File: src/rtl/ctrl_pkg.sv
// Shared control-word definitions for the decoder and the pipeline hazard unit:
// field positions, register index type and forwarding-select encoding.
package ctrl_pkg;

  localparam int unsigned CW_WR_REGFILE = 22;
  localparam int unsigned CW_RS_HI      = 21;
  localparam int unsigned CW_RS_LO      = 17;
  localparam int unsigned CW_RT_HI      = 16;
  localparam int unsigned CW_RT_LO      = 12;
  localparam int unsigned CW_RD_HI      = 11;
  localparam int unsigned CW_RD_LO      = 7;
  localparam int unsigned CW_CS         = 2;
  localparam int unsigned CW_WR         = 1;
  localparam int unsigned CW_MUX_REG    = 0;

  localparam int unsigned REG_W = 5;
  localparam int unsigned FWD_W = 2;

  typedef logic [REG_W-1:0] reg_idx_t;

  typedef enum logic [FWD_W-1:0] {
    FWD_REG = 2'b00,
    FWD_MEM = 2'b01,
    FWD_WB  = 2'b10
  } fwd_sel_e;

endpackage

File: src/rtl/fwd_select.sv
// Operand-forwarding comparator for one EX source register; MEM beats WB.
module fwd_select
  import ctrl_pkg::*;
(
  input  logic             ex_valid_i,
  input  logic [REG_W-1:0] src_reg_i,
  input  logic             mem_writer_i,
  input  logic [REG_W-1:0] mem_rd_i,
  input  logic             wb_writer_i,
  input  logic [REG_W-1:0] wb_rd_i,
  output logic [FWD_W-1:0] fwd_c_o
);

  always_comb begin
    fwd_c_o = FWD_REG;
    if (ex_valid_i) begin
      if (mem_writer_i && (mem_rd_i == src_reg_i)) begin
        fwd_c_o = FWD_MEM;
      end else if (wb_writer_i && (wb_rd_i == src_reg_i)) begin
        fwd_c_o = FWD_WB;
      end
    end
  end

endmodule

File: src/rtl/ctrl_pipe_hazard.sv
// EX/MEM/WB control-word pipeline with load-use stall and forwarding selects.
// Optional stall counter enabled by defining CTRL_PIPE_STALL_CNT_EN.
module ctrl_pipe_hazard
  import ctrl_pkg::*;
#(
  parameter int unsigned CW_W  = 32,
  parameter int unsigned CNT_W = 16
) (
  input  logic             clk,
  input  logic             rst,
  input  logic [CW_W-1:0]  ctrl_in,
  input  logic             ctrl_valid,
  output logic             ctrl_ready,
  input  logic             pipe_en,
  output logic [CW_W-1:0]  ex_ctrl,
  output logic             ex_valid,
  output logic [CW_W-1:0]  mem_ctrl,
  output logic             mem_valid,
  output logic [CW_W-1:0]  wb_ctrl,
  output logic             wb_valid,
  output logic [1:0]       fwd_a,
  output logic [1:0]       fwd_b,
  output logic [CNT_W-1:0] stall_cnt
);

  logic [CW_W-1:0] ex_ctrl_q, ex_ctrl_d;
  logic [CW_W-1:0] mem_ctrl_q, mem_ctrl_d;
  logic [CW_W-1:0] wb_ctrl_q, wb_ctrl_d;
  logic            ex_valid_q, ex_valid_d;
  logic            mem_valid_q, mem_valid_d;
  logic            wb_valid_q, wb_valid_d;

  reg_idx_t in_rs, in_rt;
  reg_idx_t ex_rs, ex_rt, ex_rd;
  reg_idx_t mem_rd, wb_rd;
  logic     ex_load_c, mem_writer_c, wb_writer_c, hazard_c;

  assign in_rs  = ctrl_in[CW_RS_HI:CW_RS_LO];
  assign in_rt  = ctrl_in[CW_RT_HI:CW_RT_LO];
  assign ex_rs  = ex_ctrl_q[CW_RS_HI:CW_RS_LO];
  assign ex_rt  = ex_ctrl_q[CW_RT_HI:CW_RT_LO];
  assign ex_rd  = ex_ctrl_q[CW_RD_HI:CW_RD_LO];
  assign mem_rd = mem_ctrl_q[CW_RD_HI:CW_RD_LO];
  assign wb_rd  = wb_ctrl_q[CW_RD_HI:CW_RD_LO];

  // r0 is hard-wired, so a write to it is never a forwarding source
  assign mem_writer_c = mem_valid_q && mem_ctrl_q[CW_WR_REGFILE] && (mem_rd != '0);
  assign wb_writer_c  = wb_valid_q && wb_ctrl_q[CW_WR_REGFILE] && (wb_rd != '0);

  assign ex_load_c = ex_valid_q && ex_ctrl_q[CW_CS] && !ex_ctrl_q[CW_WR]
                     && ex_ctrl_q[CW_WR_REGFILE];
  // rt is checked for every consumer since stores read it as data
  assign hazard_c  = ex_load_c && ctrl_valid && (ex_rd != '0)
                     && ((ex_rd == in_rs) || (ex_rd == in_rt));

  assign ctrl_ready = pipe_en && !hazard_c;

  always_comb begin
    ex_ctrl_d   = ex_ctrl_q;
    ex_valid_d  = ex_valid_q;
    mem_ctrl_d  = mem_ctrl_q;
    mem_valid_d = mem_valid_q;
    wb_ctrl_d   = wb_ctrl_q;
    wb_valid_d  = wb_valid_q;
    if (pipe_en) begin
      wb_ctrl_d   = mem_ctrl_q;
      wb_valid_d  = mem_valid_q;
      mem_ctrl_d  = ex_ctrl_q;
      mem_valid_d = ex_valid_q;
      if (hazard_c) begin
        ex_ctrl_d  = '0;
        ex_valid_d = 1'b0;
      end else begin
        ex_ctrl_d  = ctrl_in;
        ex_valid_d = ctrl_valid;
      end
    end
  end

  always_ff @(posedge clk or posedge rst) begin
    if (rst) begin
      ex_ctrl_q   <= '0;
      ex_valid_q  <= 1'b0;
      mem_ctrl_q  <= '0;
      mem_valid_q <= 1'b0;
      wb_ctrl_q   <= '0;
      wb_valid_q  <= 1'b0;
    end else begin
      ex_ctrl_q   <= ex_ctrl_d;
      ex_valid_q  <= ex_valid_d;
      mem_ctrl_q  <= mem_ctrl_d;
      mem_valid_q <= mem_valid_d;
      wb_ctrl_q   <= wb_ctrl_d;
      wb_valid_q  <= wb_valid_d;
    end
  end

  assign ex_ctrl   = ex_ctrl_q;
  assign ex_valid  = ex_valid_q;
  assign mem_ctrl  = mem_ctrl_q;
  assign mem_valid = mem_valid_q;
  assign wb_ctrl   = wb_ctrl_q;
  assign wb_valid  = wb_valid_q;

  fwd_select u_fwd_a (
    .ex_valid_i   (ex_valid_q),
    .src_reg_i    (ex_rs),
    .mem_writer_i (mem_writer_c),
    .mem_rd_i     (mem_rd),
    .wb_writer_i  (wb_writer_c),
    .wb_rd_i      (wb_rd),
    .fwd_c_o      (fwd_a)
  );

  fwd_select u_fwd_b (
    .ex_valid_i   (ex_valid_q),
    .src_reg_i    (ex_rt),
    .mem_writer_i (mem_writer_c),
    .mem_rd_i     (mem_rd),
    .wb_writer_i  (wb_writer_c),
    .wb_rd_i      (wb_rd),
    .fwd_c_o      (fwd_b)
  );

`ifdef CTRL_PIPE_STALL_CNT_EN
  logic [CNT_W-1:0] stall_cnt_q, stall_cnt_d;

  // Saturating count of bubbles inserted
  always_comb begin
    stall_cnt_d = stall_cnt_q;
    if (pipe_en && hazard_c && !(&stall_cnt_q)) begin
      stall_cnt_d = stall_cnt_q + CNT_W'(1);
    end
  end

  always_ff @(posedge clk or posedge rst) begin
    if (rst) begin
      stall_cnt_q <= '0;
    end else begin
      stall_cnt_q <= stall_cnt_d;
    end
  end

  assign stall_cnt = stall_cnt_q;
`else
  assign stall_cnt = '0;
`endif

endmodule

File: config.mk
export PLATFORM = sky130hd
export DESIGN_NAME = ctrl_pipe_hazard
export DESIGN_NICKNAME = d
export VERILOG_FILES = /design/src/rtl/ctrl_pkg.sv /design/src/rtl/fwd_select.sv /design/src/rtl/ctrl_pipe_hazard.sv
export SDC_FILE = /design/constraint.sdc
export NUM_CORES = 1
export LEC_CHECK = 0
export CORE_UTILIZATION = 45
export CTS_CLUSTER_SIZE = 14
export DETAILED_ROUTE_END_ITERATION = 10
export MAX_ROUTING_LAYER = met4
export PLACE_DENSITY_LB_ADDON = 0.08
export RECOVER_POWER = 50
export SLEW_MARGIN = 10
export SYNTH_ARGS = -nofsm -noshare
export SYNTH_HDL_FRONTEND = slang
export SYNTH_SLANG_ARGS = --single-unit
File: constraint.sdc
create_clock -name clk -period 3.8 [get_ports clk]
set_input_delay 0.57 -clock clk [delete_from_list [all_inputs] [get_ports clk]]
set_output_delay 0.57 -clock clk [all_outputs]
set_load 0.02 [all_outputs]
==> results.yml, run 1 <==
die:
  die-height_um: 100
  boundaryPins: 156
  rows: 35
  dieArea_mm2: 0.0101
  core_mm2: 0.00933
  initial_utilization_pct: 46.7
  die_width_um: 100
final_layout:
  insertedDiodeCount: 0
  synthToLayoutAreaGrowth_pct: 38.5
  fill_cells: 753
  layout_commonest_cell: "clkdlybuf4s50_1"
  seqCellArea_mm2: 0.00248
  drive_gt1_share_pct: 19.7
  multi_input_area_mm2: 0.00173
  most-common-layout-cells: "clkdlybuf4s50_1, dfrtp_1, mux2_2"
  stdcell_count: 595
  fin_nets: 497
detailed_routing:
  drt_wl_total_um: 9860
  ant_nets: 0
  vias: 3017
  dr.pass1.iters: 4
  routed_via_density: 5.07
  drc: 0
  wl_per_cell_um: 16.6
  drt_iter0_markers: 105
timing:
  drv_slew: 162
  worst_pin_slew_ns: 2.48
  skew_ns: 0.0104
  tns_ns: 0
  finalSetupViolCount: 0
  fmax_mhz: 319
  maxSlewHeadroom_pct: -65.6
  finalCritPeriodShare_pct: 82.5
  rsz0062_at_grt: "false"
  hold_viol_final: 0
  period_needed_ns: 3.14
synthesis:
  synth_cell_types: 26
  netlist_instances: 323
  yosys_warnings: 0
  netlist_top_cells_area: "dfrtp_1, mux2_2, mux2i_1"
  ys_seq_elements: 99
  synth_top_area_share_pct: 56.9
  synth_top_area_cell: "dfrtp_1"
  synth_area_per_cell_um2: 13.5
  ys_seq_area_share_pct: 56.9
  syn_area_mm2: 0.00435
clock_network:
  post_cts_buffers: 0
  ctsHoldBuffers: 0
  cts_tree: "yes"
  cts_buffers: 9
  clk_path_buf_depth: 2
  h-tree-depth: 3
  ctsResizeCount: 0
  clock_latency_ns: 0.37
  clk_pin_slew_worst_paths_ns: 0.09
  cts_root_buffer: "clkbuf_8"
  clkSinkCount: 99
power_and_ir_drop:
  p_leak_nw: 2.53
  peakVddDrop_mv: 0.238
  powerDensity_mw_per_mm2: 492
critical_path:
  start_kind: "flip-flop"
  path_class: "flip-flop to primary output"
  cp-end-kind: "primary output"
  crit_family: "simple AND/OR/NAND/NOR gates"
  critPathRequiredTime_ns: 3.23
  worst-path-buf-inv: 1
  slowest_delay_ns: 0.64
  cpMaxStageDelayCell: "clkdlybuf4s50_1"
  path_cells: "or4_1 > o211ai_2 > nor4_1 > nor4_2 > clkdlybuf4s50_1"
  arrival_ns: 2.57
  critical_path.max_fanout: 6
global_route:
  grt_pass1_wl_um: 16100
  grt_antenna_before_repair: 0
  grt_util_all_layers_pct: 21.4
  overflow: 0
  grt_max_degree: 61
  grt_pass1_vias: 3060
placement:
  gp_congestion: 0.744
  hpwl_um: 6820
  placedCellCount: 579
  numPortBuffers: 139
status:
  status: "finished, violations left"
  violations: "max-capacitance violations, max-slew violations"
job:
  cap_violations: 3
min_path:
  hp-class: "flip-flop to flip-flop"
flip-flops by register name, indices dropped and copies added (netlist names):
signal,cells
ex_ctrl,32
mem_ctrl,32
wb_ctrl,32
ex_valid,1
mem_valid,1
wb_valid,1
layer usage:
layer	wire length [um]	vias to the layer above	global-route usage, %
met5	0	-	-
met3	435	15	4.39
met2	4690	106	32.6
li1	-	1388	-
met1	4560	1508	28.6
met4	177	0	7.58
report_power, final:
part	switching [mW]	internal (mW)	total [mW]
Sequential	0.156	1.21	1.37
Clock	0.373	0.328	0.702
Combinational	0.420	0.479	0.899
kinds of logic after synthesis:
logic type | Yosys count | share of synthesized area (%)
AO/OA/AOI/OAI | 38 | 4.77
XOR/XNOR | 30 | 6.03
buffers and inverters | 36 | 4.74
multiplexers | 99 | 24.7
AND/OR/NAND/NOR | 20 | 2.82
flip-flops | 99 | 56.9
other | 1 | 0.0861
cells in the mapped netlist:
master,count
nor4_2,1
nor4_1,3
buf_2,9
and2_2,1
o211ai_2,1
buf_1,6
mux2i_1,33
nand3_1,5
buf_4,16
a21boi_0,1
mux2_2,66
nor3_1,2
or4_1,3
inv_1,2
dfrtp_1,99
conb_1,1
clkbuf_1,3
xor2_1,12
and2_1,2
o22ai_1,1
xnor2_1,18
a21oi_1,33
a211oi_1,1
nand4_1,1
nand2_1,2
o2111ai_1,1
cell type report:
| class | count | area share (%) |
|---|---|---|
| Tap cell | 129 | 2.68 |
| Clock buffer | 10 | 2.28 |
| Clock inverter | 6 | 1.18 |
| Timing Repair Buffer | 146 | 23.9 |
| Sequential cell | 99 | 41.1 |
| Multi-Input combinational cell | 203 | 28.7 |
| Inverter | 2 | 0.124 |
worst paths after layout:
path / startpoint / to / slack [ns] / cells past startpoint
min reg2reg: wb_ctrl[17]$_DFFE_PP0P_ / wb_ctrl[17]$_DFFE_PP0P_ / 0.51 / 1
max: mem_ctrl[11]$_DFFE_PP0P_ / fwd_b[1] / 0.66 / 5
max in group asynchronous: rst / ex_ctrl[15]$_DFFE_PP0P_ / 1.07 / 2
min in group asynchronous: rst / wb_ctrl[26]$_DFFE_PP0P_ / 1.41 / 2
min: wb_ctrl[17]$_DFFE_PP0P_ / wb_ctrl[17]$_DFFE_PP0P_ / 0.51 / 1
max reg2reg: ex_ctrl[9]$_DFFE_PP0P_ / ex_ctrl[18]$_DFFE_PP0P_ / 2.00 / 5
per-stage QoR:
step | area [um^2] | worst slack [ns] | util (%) | hold slack (ns) | total power, mW
6_report | 6030 | 0.665 | 64.7 | 0.510 | 2.97
5_1_grt | 6030 | 0.529 | 64.7 | 0.525 | 3.12
4_1_cts | 6040 | 0.649 | 64.8 | 0.516 | 3.00
3_5_place_dp | 5840 | 1.01 | 62.6 | 0.495 | 2.29
3_3_place_gp | 5840 | 1.02 | 62.6 | 0.490 | 2.28
2_1_floorplan | 4410 | 0.640 | - | 0.636 | 1.85
worst register-to-register path, cell delays in order (launching register included):
cell,delay [ns]
dfrtp_1,0.55
nor4_1,0.11
a211oi_1,0.29
and2_1,0.34
buf_4,0.28
a21oi_1,0.10
No activity file was read; power rests on OpenSTA's default activity.
==> inputs of run 2 (changes only) <==
- clock period: 3.8 -> 3.1 ns (I/O delays scaled with it)
==> run 2 against run 1 <==
Compared with the run above:
- the flow now finishes without violations
- highest routed layer unchanged
- clock skew up 0.0038 ns
- total power grew 19%
- clock power rose by 8.4%
- cell area down 0.64%
- core utilization decreased by 0.42 points
- critical endpoint is now fwd_a[1]
- global-route usage is 0.48 points higher
- hold slack barely moved
- register-to-register slack got worse by 0.78 ns
- combinational power grew 22%
- final cell count grew 0.17%
- non-clock buffer count increased by 1
- routed wire length increased by 2.7%
==> results.yml, run 2 (synthesis gave the netlist of run 1 again) <==
placement:
  gp_congestion: 0.854
  numPortBuffers: 139
  hpwl_um: 7110
  placedCellCount: 580
global_route:
  grt_antenna_before_repair: 0
  grt_pass1_wl_um: 16200
  overflow: 0
  grt_max_degree: 64
  grt_util_all_layers_pct: 21.9
  grt_pass1_vias: 3102
detailed_routing:
  drc: 0
  drt_iter0_markers: 140
  top_layer_used: "met4"
  ant_nets: 0
  met3_wirelength_um: 492
  wl_met1_um: 4770
  wl_per_cell_um: 17.0
  routed_via_density: 4.99
  drt_wl_total_um: 10100
  wl_met2_um: 4740
  dr.pass1.iters: 4
  vias: 2977
timing:
  worst_pin_slew_ns: 1.48
  maxSlewHeadroom_pct: 1.34
  finalCritPeriodShare_pct: 95.1
  finalSetupViolCount: 0
  period_needed_ns: 2.95
  skew_ns: 0.0141
  hold_viol_final: 0
  tns_ns: 0
  fmax_mhz: 339
  rsz0062_at_grt: "false"
  drv_slew: 0
final_layout:
  fin_nets: 498
  most-common-layout-cells: "clkdlybuf4s50_1, dfrtp_1, mux2_2"
  drive_gt1_share_pct: 19.7
  insertedDiodeCount: 0
  synthToLayoutAreaGrowth_pct: 37.6
  stdcell_count: 596
  fill_cells: 747
  layout_commonest_cell: "clkdlybuf4s50_1"
clock_network:
  clock_latency_ns: 0.37
  clk_pin_slew_worst_paths_ns: 0.09
  cts_tree: "yes"
  clk_path_buf_depth: 2
  clkSinkCount: 99
  post_cts_buffers: 0
  cts_root_buffer: "clkbuf_8"
  cts_buffers: 9
  ctsResizeCount: 0
  ctsHoldBuffers: 0
  h-tree-depth: 3
critical_path:
  start_kind: "flip-flop"
  slowest_delay_ns: 0.64
  path_class: "flip-flop to primary output"
  arrival_ns: 2.48
  path_cells: "or4_1 > o211ai_2 > nor4_1 > nor3_1 > clkdlybuf4s50_1"
  crit_family: "simple AND/OR/NAND/NOR gates"
  worst-path-buf-inv: 1
  critPathRequiredTime_ns: 2.63
  cpMaxStageDelayCell: "clkdlybuf4s50_1"
  critical_path.max_fanout: 6
  cp-end-kind: "primary output"
power_and_ir_drop:
  p_leak_nw: 2.53
  powerDensity_mw_per_mm2: 590
  peakVddDrop_mv: 0.260
die:
  initial_utilization_pct: 46.7
  core_mm2: 0.00933
  rows: 35
  dieArea_mm2: 0.0101
  die-height_um: 100
  boundaryPins: 156
  die_width_um: 100
status:
  status: "finished clean"
min_path:
  hp-class: "flip-flop to flip-flop"
job:
  cap_violations: 0
[run 2: worst register-to-register path, stage by stage, from the launching register on]
cell      delay [ns]
dfrtp_1         0.40
buf_4           0.18
nand4_1         0.10
a211oi_1        0.26
and2_1          0.44
buf_4           0.28
a21oi_1         0.09
[run 2: per-stage QoR]
step / hold slack (ns) / utilization (%) / setup WS, ns / cell area (um^2) / power (mW)
after floorplan: 0.636 / - / 0.0446 / 4410 / 2.27
after global placement: 0.490 / 62.5 / 0.491 / 5830 / 2.79
after detailed placement: 0.495 / 62.5 / 0.458 / 5830 / 2.81
after CTS: 0.515 / 64.4 / 0.0515 / 6010 / 3.57
after global routing: 0.531 / 64.3 / 0.000694 / 5990 / 3.72
final: 0.510 / 64.3 / 0.151 / 5990 / 3.54
[run 2: per-layer routing]
layer  vias up  track usage [%]
met5         -                -
met4         0             6.02
met3        13             5.78
met2       101             32.5
met1      1471             29.9
li1       1392                -
[run 2: report_power, final]
part	internal, mW	switching [mW]	leakage (nW)
Clock	0.317	0.444	0.0859
Sequential	1.48	0.189	1.16
Combinational	0.583	0.521	1.28
[run 2: worst paths after layout]
| check | startpoint | to | slack, ns | depth (start not counted) |
|---|---|---|---|---|
| max in group asynchronous | rst | wb_ctrl[13]$_DFFE_PP0P_ | 0.61 | 3 |
| max reg2reg | ex_valid$_DFFE_PP0P_ | ex_ctrl[3]$_DFFE_PP0P_ | 1.22 | 6 |
| max | mem_ctrl[11]$_DFFE_PP0P_ | fwd_a[1] | 0.15 | 5 |
| min in group asynchronous | rst | mem_ctrl[25]$_DFFE_PP0P_ | 0.92 | 2 |
| min reg2reg | wb_ctrl[5]$_DFFE_PP0P_ | wb_ctrl[5]$_DFFE_PP0P_ | 0.51 | 1 |
| min | wb_ctrl[5]$_DFFE_PP0P_ | wb_ctrl[5]$_DFFE_PP0P_ | 0.51 | 1 |
[run 2: cell type report]
class,count,area [um^2],share of cell area (%)
clock inverter,5,37.5,0.626
tap,129,161,2.69
multi-input combinational,203,1730,28.9
sequential,99,2480,41.3
inverter,2,7.51,0.125
clock buffer,11,141,2.36
timing repair buffer,147,1440,23.9
